### src/rtl/sqrt_ctrl_pkg.sv
// Shared definitions for the square-root sequencing controller:
// state encoding, iteration counter width and default watchdog limit.
package sqrt_ctrl_pkg;

    localparam int          ITER_W       = 9;
    localparam int unsigned MAX_ITER_DEF = 256;

    typedef enum logic [2:0] {
        IDLE    = 3'd0,
        LOAD    = 3'd1,
        ITER_LO = 3'd2,
        ITER_HI = 3'd3,
        FIX     = 3'd4,
        DONE    = 3'd5
    } state_e;

endpackage

### src/rtl/sqrt_pipe_ctrl.sv
// Sequencing controller for the two-stage integer square-root datapath:
// load, two-cycle iterations until the less-than flag, root fix, done.
module sqrt_pipe_ctrl
    import sqrt_ctrl_pkg::*;
#(
    parameter int unsigned MAX_ITER = MAX_ITER_DEF
) (
    input  logic              clk,
    input  logic              rst_n,
    input  logic              start_i,
    input  logic              N_i,
    output logic              busy_o,
    output logic              done_o,
    output logic              ovf_o,
    output logic [ITER_W-1:0] iter_o,
    output logic              wr_input_o,
    output logic              wr_square_o,
    output logic              en_pipe_o,
    output logic              ready_o,
    output logic              mux_root_o
);

    localparam logic [ITER_W-1:0] MAX_CNT = ITER_W'(MAX_ITER);

    state_e            state_q, state_d;
    logic [ITER_W-1:0] iter_q, iter_d;
    logic              ovf_q, ovf_d;
    logic [ITER_W-1:0] iter_inc;

    logic busy_q, done_q, ready_q, mux_root_q;
    logic wr_input_q, wr_square_q, en_pipe_q;

    assign iter_inc = iter_q + ITER_W'(1);

    always_comb begin
        state_d = state_q;
        iter_d  = iter_q;
        ovf_d   = ovf_q;
        unique case (state_q)
            IDLE: begin
                if (start_i) begin
                    state_d = LOAD;
                    iter_d  = '0;
                    ovf_d   = 1'b0;
                end
            end
            LOAD:    state_d = ITER_LO;
            ITER_LO: state_d = ITER_HI;
            ITER_HI: begin
                // Every ITER_HI finishes one iteration, including the last one.
                if (iter_q != MAX_CNT) begin
                    iter_d = iter_inc;
                end
                if (N_i) begin
                    state_d = FIX;
                end else if (iter_inc == MAX_CNT) begin
                    ovf_d   = 1'b1;
                    state_d = FIX;
                end else begin
                    state_d = ITER_LO;
                end
            end
            FIX:     state_d = DONE;
            DONE:    state_d = IDLE;
            default: state_d = IDLE;
        endcase
    end

    // Moore strobes are registered from the next state so they are glitch-free.
    always_ff @(posedge clk) begin
        if (!rst_n) begin
            state_q     <= IDLE;
            iter_q      <= '0;
            ovf_q       <= 1'b0;
            busy_q      <= 1'b0;
            done_q      <= 1'b0;
            ready_q     <= 1'b0;
            mux_root_q  <= 1'b0;
            wr_input_q  <= 1'b0;
            wr_square_q <= 1'b0;
            en_pipe_q   <= 1'b0;
        end else begin
            state_q     <= state_d;
            iter_q      <= iter_d;
            ovf_q       <= ovf_d;
            busy_q      <= (state_d != IDLE);
            done_q      <= (state_d == DONE);
            ready_q     <= (state_d == FIX) || (state_d == DONE);
            mux_root_q  <= (state_d == FIX);
            wr_input_q  <= (state_d == LOAD);
            wr_square_q <= (state_d == LOAD) || (state_d == FIX);
            en_pipe_q   <= (state_d == LOAD) || (state_d == ITER_LO) || (state_d == FIX);
        end
    end

    // The ITER_HI write-back depends on N_i, which the datapath already registers.
    logic iter_wb;
    assign iter_wb = (state_q == ITER_HI) && !N_i && (iter_inc != MAX_CNT);

    assign busy_o      = busy_q;
    assign done_o      = done_q;
    assign ovf_o       = ovf_q;
    assign iter_o      = iter_q;
    assign ready_o     = ready_q;
    assign mux_root_o  = mux_root_q;
    assign wr_input_o  = wr_input_q;
    assign wr_square_o = wr_square_q | iter_wb;
    assign en_pipe_o   = en_pipe_q | iter_wb;

endmodule
### config.mk
export PLATFORM = sky130hd
export DESIGN_NAME = sqrt_pipe_ctrl
export DESIGN_NICKNAME = d
export VERILOG_FILES = /design/src/rtl/sqrt_ctrl_pkg.sv /design/src/rtl/sqrt_pipe_ctrl.sv
export SDC_FILE = /design/constraint.sdc
export NUM_CORES = 1
export LEC_CHECK = 0
export CAP_MARGIN = 10
export CORE_ASPECT_RATIO = 1.25
export CORE_UTILIZATION = 53
export DETAILED_ROUTE_END_ITERATION = 7
export PLACE_DENSITY = 0.82
export SLEW_MARGIN = 10
export SYNTH_ARGS = -nofsm -noshare
export SYNTH_HDL_FRONTEND = slang
export SYNTH_SLANG_ARGS = --single-unit
### constraint.sdc
create_clock -name clk -period 5.31 [get_ports clk]
set_clock_uncertainty 0.2 [all_clocks]
set_input_delay 0.531 -clock clk [delete_from_list [all_inputs] [get_ports clk]]
set_output_delay 0.531 -clock clk [all_outputs]
set_load 0.02 [all_outputs]
==> reports/qor.json, run 1 <==
{
  "status": {
    "status": "finished, final reports clean"
  },
  "drt": {
    "drc": 0,
    "post_drt_wl_per_cell_um": 13.73,
    "drt_iter0_markers": 14,
    "firstDrtPassIters": 4,
    "ant_nets": 0,
    "final_wirelength_mm": 2.101,
    "route.vias.total": 915,
    "post_drt_via_cell_ratio": 5.980
  },
  "synthesis": {
    "yosys.cell_count.top_type": "dfxtp_1",
    "synth.yosys.warnings": 0,
    "post_synth_main_area_contributors": "dfxtp_1, a21oi_1, a22o_1",
    "synth_common_cells": "dfxtp_1, a21oi_1, nand2_1, nor2_1, inv_1",
    "seq_cells_post_synth": 20,
    "count_of_mapped_cells_out_of_synthesis": 115,
    "syn-mean-instance-area_um2": 8.911,
    "synth-main-ff-cell": "dfxtp_1",
    "synth-seq-area-share": 0.3907,
    "synth.net_count": 121,
    "syn-cell-area_um2": 1025,
    "synth.top_cell.area_share": 0.3907,
    "synth_area_leader_cell": "dfxtp_1",
    "synth_edf_count": 0,
    "ys_async_sr_fraction": 0,
    "yosysUniqueCellTypes": 39
  },
  "critical_path": {
    "critPathLaunch": "iter_o[3]$_SDFFE_PN0P_",
    "timing.critical_path.fanout_max": 7,
    "timing.reg2reg.setup_slack_ns": 2.96,
    "crit_path_start_kind": "flop",
    "critical_path.n_buffers_inverters": 1,
    "r2r_start": "iter_o[1]$_SDFFE_PN0P_",
    "cpPeakStageDelay_ns": 0.55,
    "worstRegToRegCells": 6,
    "max_stage_delay_cell_worst_path": "clkdlybuf4s50_1",
    "crit_arrival_ns": 2.32,
    "critical_path.endpoint_type": "output port",
    "critical_path_required_ns": 4.58,
    "cpLargestDelayFamily": "compound AO/OA/AOI/OAI gates",
    "r2r_end": "iter_o[5]$_SDFFE_PN0P_",
    "critPathKind": "reg -> out",
    "crit_chain": "nor4_2, o21ai_2, a221oi_1, o21bai_1, clkdlybuf4s50_1"
  },
  "clocking": {
    "worst_setup_hold_path_clk_slew_ns": 0.11,
    "post_cts_resized": 0,
    "clock_latency_ns": 0.30,
    "cts_tree": "done",
    "clock-sinks": 20,
    "tritoncts.num_buffers": 3,
    "ctsRootBufferMaster": "clkbuf_4",
    "cts_setup_buffers": 0,
    "cts.path.max_buffers": 2,
    "cts_htree_levels": 1,
    "cts_hold_buffers_added": 0
  },
  "grt": {
    "grtUsageMet1": 0.2857,
    "grt_start_max_net_pins": 13,
    "globalRouteOverflowTotal": 0,
    "globalRouteMet3Util": 0.02609,
    "grt_use_total": 0.2383,
    "grt_pass1_vias": 842,
    "grt.met2_usage": 0.4141,
    "top_usage_layer": "met2",
    "grt_first_pass_wirelength_mm": 3.525,
    "number_of_antenna_violations_at_the_first_check_in_global_routing": 0
  },
  "floorplan": {
    "core_um2": 1787,
    "die_height_um": 51.16,
    "ios": 21,
    "initial_core_util": 0.5735,
    "site_rows": 17,
    "design.die.area_um2": 2114,
    "die_width_um": 41.33
  },
  "pwr": {
    "total_power_mw": 0.3123,
    "p_leak_nw": 0.4525,
    "power_density_nw_per_um2": 251.7,
    "vdd_ir_drop_max_uv": 189.0
  },
  "timing": {
    "whs_ns": 0.2688,
    "post-route-period-util": 0.5749,
    "grt_setup_unrepaired": "no",
    "timing.fmax_ghz": 0.3276,
    "finalWorstSetupSlack_ns": 2.257,
    "slew_headroom": 0.4325,
    "final.setup.tns_ns": 0,
    "worst_pin_slew_ns": 0.8513,
    "timing_max_transition_violations_final": 0,
    "report.final.hold_viol_count": 0,
    "setup-violations-final": 0,
    "period_needed_ns": 3.053
  },
  "hold_path": {
    "whs_path_depth": 2,
    "worstHoldEndpoint": "ovf_o$_SDFFE_PN0P_",
    "holdCritPathClass": "reg -> reg",
    "hold_path.startpoint": "ovf_o$_SDFFE_PN0P_"
  },
  "finish": {
    "fillerInstances": 154,
    "layout-drive-gt1-share": 0.08209,
    "final_core_util": 0.6947,
    "antenna_cells": 0,
    "final_cell_area_um2": 1241,
    "num-nets-final": 141,
    "area_growth_pct": 21.12,
    "fin_cells": 153
  },
  "place": {
    "hpwlAfterDp_mm": 1.588,
    "place_area_um2": 1205,
    "post-place-ws_ns": 2.599,
    "post-place-cells": 149,
    "numPortBuffers": 20,
    "globalplace.congestion": 0.6974
  },
  "job": {
    "maxCapViolCount": 0
  }
}
worst max-delay path by stage:
stage / end / cells after the start
5_1_grt: en_pipe_o / 5
6_report: en_pipe_o / 5
3_5_place_dp: en_pipe_o / 5
4_1_cts: wr_square_o / 5
2_1_floorplan: en_pipe_o / 4
3_3_place_gp: en_pipe_o / 5
cells in the final DEF (no fill, tap or decap), types with 2 or more instances in the layout:
cell type	n
nand2_1	9
nand4_1	3
mux2i_1	4
clkdlybuf4s50_1	20
nor2_1	9
o21ai_0	4
nor3_1	3
o21bai_1	2
inv_1	8
a21oi_1	10
a22o_1	5
clkbuf_4	3
a211o_1	2
nand3_1	4
dfxtp_1	20
ha_1	2
a22oi_1	3
kinds of logic after synthesis:
family                     count (synthesis)  synth area share
muxes                                      4           0.03907
DFF                                       20            0.3907
buffers and inverters                     13           0.07204
AOI/OAI and AO/OA                         35            0.2503
xor gates and xnor gates                   1          0.008549
and+or+nand+nor                           40            0.2149
adders and majority gates                  2           0.02442
state kept, by name (all words and copies together), names as in the netlist:
name	cells
iter_o	9
state_q	3
busy_o	1
done_o	1
en_pipe_q	1
mux_root_o	1
ovf_o	1
ready_o	1
wr_input_o	1
wr_square_q	1
tightest hold or removal path, stage by stage, from the launching register on:
cell and delay, ns:
dfxtp_1 0.34, nand2_1 0.06, o31ai_2 0.05
final cells by class:
class,instances,area [um^2],share of cell area
Sequential cell,20,400.4,0.3226
Multi-Input combinational cell,82,550.5,0.4435
Tap cell,19,23.77,0.01915
Inverter,8,30.03,0.02419
Timing Repair Buffer,20,200.2,0.1613
Clock buffer,4,36.28,0.02923
report_power, final:
group          switching (mW)  leakage (nW)  internal (mW)
Clock                  0.0460        0.0210         0.0418
Combinational          0.0303         0.269         0.0267
Sequential            0.00993         0.163          0.158
per-layer routing:
layer  share of wire  up-vias
met1            0.42      427
met3           0.032        4
met5               0        -
li1                -      460
met4           0.011        0
met2            0.54       24
Note: power is estimated with default switching activity, not from simulation.
==> inputs of run 2 (changes only) <==
- CORE_UTILIZATION: 53 -> 44
- PLACE_DENSITY: 0.82 -> 0.73
- clock period: 5.31 -> 2.72 ns (I/O delays scaled with it)
==> run 2 against run 1 <==
Effect of this change:
- combinational power up 110%
- critical path depth unchanged
- global-route usage fell by 5.0 points
- critical path type unchanged
- critical endpoint unchanged
- largest cell class unchanged
==> reports/qor.json, run 2 (synthesized netlist as in run 1, its figures left out) <==
{
  "timing": {
    "final.setup.tns_ns": 0,
    "report.final.hold_viol_count": 0,
    "period_needed_ns": 2.313,
    "timing.fmax_ghz": 0.4323,
    "slew_headroom": 0.6410,
    "timing_max_transition_violations_final": 0,
    "whs_ns": 0.2746,
    "grt_setup_unrepaired": "no",
    "post-route-period-util": 0.8504,
    "worst_pin_slew_ns": 0.5313,
    "setup-violations-final": 0
  },
  "place": {
    "post-place-cells": 164,
    "globalplace.congestion": 0.7582,
    "numPortBuffers": 20,
    "hpwlAfterDp_mm": 1.608
  },
  "critical_path": {
    "crit_path_start_kind": "flop",
    "critPathKind": "reg -> out",
    "critical_path.endpoint_type": "output port",
    "crit_arrival_ns": 1.84,
    "critical_path_required_ns": 2.25,
    "cpLargestDelayFamily": "compound AO/OA/AOI/OAI gates",
    "cpPeakStageDelay_ns": 0.38,
    "max_stage_delay_cell_worst_path": "dfxtp_2",
    "critical_path.n_buffers_inverters": 1,
    "timing.critical_path.fanout_max": 7,
    "crit_chain": "and4_4, a211o_1, a221oi_2, o21bai_1, dlymetal6s2s_1"
  },
  "finish": {
    "fin_cells": 168,
    "layout-drive-gt1-share": 0.1606,
    "area_growth_pct": 27.59,
    "largest_register_ffs": 9,
    "num-nets-final": 144,
    "final_common_cell": "clkdlybuf4s50_1",
    "antenna_cells": 0,
    "mostFrequentLayoutCells": "clkdlybuf4s50_1, dfxtp_1, a21oi_1"
  },
  "clocking": {
    "cts_setup_buffers": 0,
    "ctsRootBufferMaster": "clkbuf_4",
    "worst_setup_hold_path_clk_slew_ns": 0.12,
    "tritoncts.num_buffers": 3,
    "clock-sinks": 20,
    "cts_tree": "done",
    "clock_latency_ns": 0.30,
    "cts_htree_levels": 1,
    "cts.path.max_buffers": 2
  },
  "drt": {
    "route.vias.total": 931,
    "ant_nets": 0,
    "firstDrtPassIters": 4,
    "final_wirelength_mm": 2.153,
    "post_drt_via_cell_ratio": 5.542,
    "drc": 0,
    "post_drt_wl_per_cell_um": 12.82,
    "drt_iter0_markers": 16
  },
  "grt": {
    "grt_pass1_vias": 819,
    "globalRouteOverflowTotal": 0,
    "grt_first_pass_wirelength_mm": 3.574,
    "number_of_antenna_violations_at_the_first_check_in_global_routing": 0,
    "grt_start_max_net_pins": 13,
    "grt_use_total": 0.1878
  },
  "pwr": {
    "p_sw_frac": 0.2817,
    "internal_power_mw": 0.4453,
    "power_frac_seq": 0.526,
    "vdd_ir_drop_max_uv": 307.9,
    "comb_power_share": 0.190,
    "power.share.clock": 0.284,
    "power_density_nw_per_um2": 474.1,
    "p_leak_nw": 0.5063,
    "p_switching_mw": 0.1746
  },
  "floorplan": {
    "site_rows": 19,
    "die_height_um": 55.96,
    "initial_core_util": 0.4635,
    "design.die.area_um2": 2527,
    "ios": 21,
    "die_width_um": 45.17,
    "core_um2": 2211
  },
  "job": {
    "maxCapViolCount": 0
  },
  "status": {
    "status": "finished, final reports clean"
  },
  "hold_path": {
    "holdCritPathClass": "reg -> reg"
  }
}
## run 2: area by class of cell
cell class                 count  area [um^2]
clock buffer                   4        36.28
fill                         201        903.4
inverter                       8        30.03
multi-input combinational     82        566.8
sequential                    20        407.9
tap                           31        38.79
timing repair buffer          23        227.7
## run 2: layer usage
metal | share of wire | vias to the layer above | global-route usage | wire length (um)
li1 | - | 467 | - | -
met1 | 0.45 | 448 | 0.2407 | 975
met2 | 0.51 | 12 | 0.3106 | 1101
met3 | 0.021 | 4 | 0.01948 | 45
met4 | 0.014 | 0 | 0.07792 | 31
met5 | 0 | - | 0 | 0
## run 2: what timing repair did
action / CTS / global route
setup endpoints to repair: 2 / 2
hold buffers: 0 / 0
resized for setup: 3 / 8
## run 2: per-stage QoR
stage | util | total power [mW] | setup WS [ns] | area [um^2]
after global routing | 0.5914 | 0.6471 | 0.3049 | 1308
after global placement | 0.5620 | 0.4463 | 0.3154 | 1242
after CTS | 0.5857 | 0.6244 | 0.0008782 | 1295
after floorplan | - | 0.4159 | 0.5429 | 1025
final | 0.5914 | 0.6199 | 0.4069 | 1308
after detailed placement | 0.5620 | 0.4511 | 0.2535 | 1242
## run 2: worst min-delay path, stage by stage, from the launching register on
cell and delay, ns:
dfxtp_1 0.35, nand2_1 0.06, o31ai_2 0.05
## run 2: worst paths after layout
kind	slack (ns)	end	cells after the start	startpoint
max	0.41	en_pipe_o	5	iter_o[3]$_SDFFE_PN0P_
min	0.27	ovf_o$_SDFFE_PN0P_	2	ovf_o$_SDFFE_PN0P_
max reg2reg	0.45	iter_o[6]$_SDFFE_PN0P_	8	iter_o[0]$_SDFFE_PN0P_
min reg2reg	0.27	ovf_o$_SDFFE_PN0P_	2	ovf_o$_SDFFE_PN0P_
## run 2: power by group through the flow
stage                     Clock (mW)  Sequential [mW]  Combinational, mW
final                          0.176            0.326              0.118
after global routing           0.188            0.329              0.130
after CTS                      0.179            0.325              0.119
after detailed placement           0            0.332              0.119
after global placement             0            0.331              0.116
after floorplan                    0            0.330             0.0861
